==> config.mk <==
export PLATFORM = sky130hd
export DESIGN_NAME = registro_universal_param
export DESIGN_NICKNAME = d
export VERILOG_FILES = /design/src/rtl/registro_universal_param_pkg.sv /design/src/rtl/registro_universal_param_celda_universal.sv /design/src/rtl/registro_universal_param.sv
export SDC_FILE = /design/constraint.sdc
export NUM_CORES = 1
export LEC_CHECK = 0
export BUFFER_PORTS_ARGS = -buffer_cell sky130_fd_sc_hd__buf_4
export CORE_AREA = 2 2 39 41
export CTS_CLUSTER_DIAMETER = 100
export DETAILED_ROUTE_END_ITERATION = 12
export DIE_AREA = 0 0 41 43
export PLACE_DENSITY_LB_ADDON = 0.1
export SLEW_MARGIN = 40
export SYNTH_ARGS = -nofsm -noshare
export SYNTH_HDL_FRONTEND = slang
export SYNTH_SLANG_ARGS = --single-unit
==> constraint.sdc <==
create_clock -name clk -period 1.04 [get_ports clk]
set_input_delay 0.208 -clock clk [delete_from_list [all_inputs] [get_ports clk]]
set_output_delay 0.208 -clock clk [all_outputs]
set_load 0.01 [all_outputs]
==> src/rtl/registro_universal_param_pkg.sv <==
// Shared operating modes, shift directions and cell mux selects for the
// parametrised universal shift register.
package registro_universal_param_pkg;

  typedef enum logic [1:0] {
    MODO_DESP  = 2'b00,
    MODO_ROT   = 2'b01,
    MODO_CARGA = 2'b10,
    MODO_RET   = 2'b11
  } modo_e;

  localparam logic DIR_DER = 1'b0;
  localparam logic DIR_IZQ = 1'b1;

  // Cell select: "izq" takes the higher-index neighbour, "der" the lower one.
  typedef enum logic [1:0] {
    SEL_RET   = 2'b00,
    SEL_IZQ   = 2'b01,
    SEL_DER   = 2'b10,
    SEL_CARGA = 2'b11
  } sel_e;

endpackage

==> src/rtl/registro_universal_param_celda_universal.sv <==
// One register bit: a flop plus a 4:1 next-value mux over
// hold / left neighbour / right neighbour / parallel data.
module celda_universal
  import registro_universal_param_pkg::*;
(
  input  logic clk,
  input  logic reset,
  input  sel_e sel,
  input  logic izq_in,
  input  logic der_in,
  input  logic d_in,
  output logic q
);

  logic q_q;
  logic q_d;

  always_comb begin
    q_d = q_q;
    case (sel)
      SEL_RET:   q_d = q_q;
      SEL_IZQ:   q_d = izq_in;
      SEL_DER:   q_d = der_in;
      SEL_CARGA: q_d = d_in;
      default:   q_d = q_q;
    endcase
  end

  always_ff @(posedge clk) begin
    if (reset) q_q <= 1'b0;
    else       q_q <= q_d;
  end

  assign q = q_q;

endmodule

==> src/rtl/registro_universal_param.sv <==
// N-bit universal shift register built from celda_universal bits, with a
// frame counter that pulses fin for one cycle after every N shifts/rotates.
module registro_universal_param
  import registro_universal_param_pkg::*;
#(
  parameter  int N  = 4,
  localparam int CW = $clog2(N + 1)
) (
  input  logic          clk,
  input  logic          reset,
  input  logic          enb,
  input  logic [1:0]    modo,
  input  logic          dir,
  input  logic          s_in,
  input  logic [N-1:0]  d,
  output logic [N-1:0]  q,
  output logic          s_out,
  output logic [CW-1:0] cuenta,
  output logic          fin
);

  sel_e          sel;
  logic          borde_izq;
  logic          borde_der;
  logic [CW-1:0] cuenta_q;
  logic [CW-1:0] cuenta_d;
  logic          fin_q;
  logic          fin_d;
  logic          desplaza;

  always_comb begin
    sel      = SEL_RET;
    desplaza = 1'b0;
    if (enb) begin
      case (modo_e'(modo))
        MODO_DESP, MODO_ROT: begin
          sel      = (dir == DIR_DER) ? SEL_IZQ : SEL_DER;
          desplaza = 1'b1;
        end
        MODO_CARGA: sel = SEL_CARGA;
        MODO_RET:   sel = SEL_RET;
        default:    sel = SEL_RET;
      endcase
    end
  end

  // Edge bits: in rotate the opposite end wraps around, otherwise s_in enters.
  assign borde_izq = (modo_e'(modo) == MODO_ROT) ? q[0]   : s_in;
  assign borde_der = (modo_e'(modo) == MODO_ROT) ? q[N-1] : s_in;

  for (genvar i = 0; i < N; i++) begin : g_celda
    logic izq_in;
    logic der_in;

    if (i == N - 1) begin : g_msb
      assign izq_in = borde_izq;
    end else begin : g_izq
      assign izq_in = q[i+1];
    end

    if (i == 0) begin : g_lsb
      assign der_in = borde_der;
    end else begin : g_der
      assign der_in = q[i-1];
    end

    celda_universal u_celda (
      .clk    (clk),
      .reset  (reset),
      .sel    (sel),
      .izq_in (izq_in),
      .der_in (der_in),
      .d_in   (d[i]),
      .q      (q[i])
    );
  end

  // fin defaults low so it can only ever be a single-cycle pulse.
  always_comb begin
    cuenta_d = cuenta_q;
    fin_d    = 1'b0;
    if (enb) begin
      if (desplaza) begin
        if (cuenta_q == CW'(N - 1)) begin
          cuenta_d = '0;
          fin_d    = 1'b1;
        end else begin
          cuenta_d = cuenta_q + CW'(1);
        end
      end else if (modo_e'(modo) == MODO_CARGA) begin
        cuenta_d = '0;
      end
    end
  end

  always_ff @(posedge clk) begin
    if (reset) begin
      cuenta_q <= '0;
      fin_q    <= 1'b0;
    end else begin
      cuenta_q <= cuenta_d;
      fin_q    <= fin_d;
    end
  end

  assign cuenta = cuenta_q;
  assign fin    = fin_q;
  assign s_out  = (dir == DIR_IZQ) ? q[N-1] : q[0];

endmodule

==> flow_summary.yaml <==
worst_hold_path:
  hold_class: "primary input to flip-flop"
yosys:
  netlist_instances: 55
  synth_fp_nets: 67
  synth_cell_type_count: 26
  yosysWarnings: 0
  synth_area_um2: 481.7
  ys_seq_elements: 8
  syn_avg_cell_area_um2: 8.758
  ys_seq_area_share_pct: 33.25
timing:
  maxSlewHeadroom_pct: 80.53
  fin_crit_sh_pct: 113.4
  final_max_slew_viol_count: 0
  min_period_ns: 1.179
  worst_slack_ns: -0.1392
  fin_skew_ns: 0.004092
  setup_viol: 3
  fmax_mhz: 848.0
  tightestPinTransition_ns: 0.2904
  finalHoldViolations: 0
  hold_slack_ns: 0.1933
  rsz0062_at_grt: "true"
  totalNegativeSetupSlack_ns: -0.1830
layout:
  drive_above_1_share_pct: 54.55
  final_core_util_pct: 51.63
  diodes: 0
  regArea_um2: 168.9
  area_delta_synth_final_pct: 48.31
  n_fill_cell: 146
  multi_input_area_um2: 281.5
  fin_area_um2: 714.4
  finalNetCount: 91
setup_path:
  cp_cell_sequence: "mux2_2 -> buf_6"
  max_stage_delay_ns: 0.33
  path_buf_inv: 1
  worst-path-max-fanout: 2
  critPathSlowestCell: "dfxtp_4"
  rrSetupSlack_ns: -0.02
  start_kind: "flip-flop"
  worst-setup-path-type: "flip-flop to output pin"
  arrival_ns: 0.97
  cp-end-kind: "output pin"
  critPathTopFamily: "flip-flops"
  cp.required_ns: 0.83
floorplan:
  die_width_um: 41
  die_y_um: 43
  core_mm2: 0.001384
  fp-row-count: 14
  io_pins: 20
  initial_utilization_pct: 34.81
  die_area_mm2: 0.001763
global_routing:
  globalRouteOverflowTotal: 0
  grt_max_degree: 10
  grt_pass1_wl_um: 1787
  grt.total_usage_pct: 15.48
  grt_pass1_vias: 437
  antenna_found_initial: 0
detailed_routing:
  drtAntennaViolNets: 0
  wl_um: 1181
  dr.first_iter.drc_count: 4
  routedWlPerCell_um: 12.70
  num_vias: 457
  drc: 0
  avgViaCountPerCell: 4.914
  first_pass_iters: 4
placement:
  place_area_um2: 646.9
  dp_hpwl_um: 829.1
  gp_congestion: 0.6549
  portBuffers: 19
clock_tree:
  tritoncts: "yes"
  cts_buffers: 3
  cts.sinks: 8
  clkLatencyLatePin_ns: 0.25
  clk_pin_slew_ns: 0.06
  hold_buffers: 0
  clockBufferDepth: 2
  root_buffer: "clkbuf_4"
  h-tree-depth: 1
power:
  power.density_mw_per_mm2: 1096
  ir_worst_vdd_v: 0.0007295
  leakagePower_uw: 0.0003122
  total_power_uw: 783.1
outcome:
  status: "complete, but fails checks"
  violations: "negative setup slack"
flow_run:
  maxCapViolCount: 0
==> Yosys cell counts <==
library cell,count,area (µm²)
a211oi_1,2,15.01
a21oi_1,4,20.02
ha_1,1,12.51
nand2_1,3,11.26
o22ai_1,2,12.51
a31o_1,1,8.760
buf_2,1,5.000
o211ai_1,1,7.510
dfxtp_1,8,160.2
buf_6,1,11.26
mux2_2,3,33.78
a21boi_2,1,11.26
a41oi_1,1,8.760
a311o_1,1,10.01
nor3b_1,1,7.510
buf_1,1,3.750
nor2b_1,1,6.260
nand2b_1,6,37.54
inv_1,3,11.26
a311oi_1,1,8.760
nor2_1,3,11.26
nor2b_4,1,13.76
buf_4,4,30.03
o21ai_0,2,10.01
nor3_1,1,5.000
nor4b_1,1,8.760
==> layer usage <==
metal  global-route usage, %  up-vias  routed length (µm)
met5                       0        -                   0
met4                   10.00        0                  14
met3                   4.712        2                  70
met2                   24.38       13                 575
met1                   16.77      205                 519
li1                        -      237                   -
==> state kept, by name, summed over array words and instances (netlist names) <==
name / count
g_celda.u_celda.q: 4
fin: 1
cuenta: 3
==> report_power, final <==
part           switching (µW)  internal [µW]
Sequential               15.0            324
Combinational            84.1            121
Clock                     107            132
Total                     206            577
==> area by class of cell <==
cell class | instances | area share [%]
multi-input cells | 37 | 39.40
flip-flops and latches | 8 | 23.64
inverters | 3 | 1.576
well taps | 16 | 2.802
repair buffers | 26 | 29.42
clock buffers | 3 | 3.152
==> repair_timing <==
| action | in CTS | in global routing |
|---|---|---|
| pin swaps | 1 | 3 |
| endpoints found under the setup margin | 5 | 7 |
| gates resized for setup | 8 | 6 |
| cloned | 0 | 0 |
| setup buffers | 1 | 0 |
==> cell families after synthesis <==
kind of cell	synth area share, %
buf+inv	12.73
fa+ha+maj	2.597
simple gates	21.04
flops	33.25
compound gates	23.38
mux	7.012
==> through the flow <==
stage,setup WS (ns),cells
5_1_grt,-0.1765,93
4_1_cts,-0.1508,93
6_report,-0.1392,93
3_3_place_gp,-0.04615,90
2_1_floorplan,0.03674,55
3_5_place_dp,-0.06118,90
==> cell usage in the layout (no fill, tap or decap) <==
cell type,netlist,final
a21oi_1,4,4
nor3b_1,1,1
nor3_1,1,1
nand2_1,3,3
buf_4,4,22
o22ai_1,2,1
a211oi_2,0,1
a31o_1,1,1
ha_1,1,1
a311oi_1,1,1
o22ai_2,0,1
a311o_1,1,1
clkbuf_4,0,3
buf_6,1,4
a211oi_1,2,1
a41oi_1,1,1
nor2b_1,1,1
nor2_1,3,3
dfxtp_1,8,3
a21boi_2,1,1
o21ai_0,2,2
mux2_2,3,2
o211ai_1,1,1
nor4b_2,0,1
inv_1,3,3
nor2b_4,1,1
dfxtp_4,0,1
dfxtp_2,0,4
mux2_4,0,1
nand2b_1,6,6
==> path summary, 6_finish.rpt <==
kind                         from              endpoint  depth (start not counted)
max          g_celda[3].u_celda.q                 s_out                          2
min                         reset  g_celda[2].u_celda.q                          2
max reg2reg  g_celda[3].u_celda.q  g_celda[2].u_celda.q                          4
min reg2reg             cuenta[2]                   fin                          1
No activity file was read; power rests on OpenSTA's default activity.
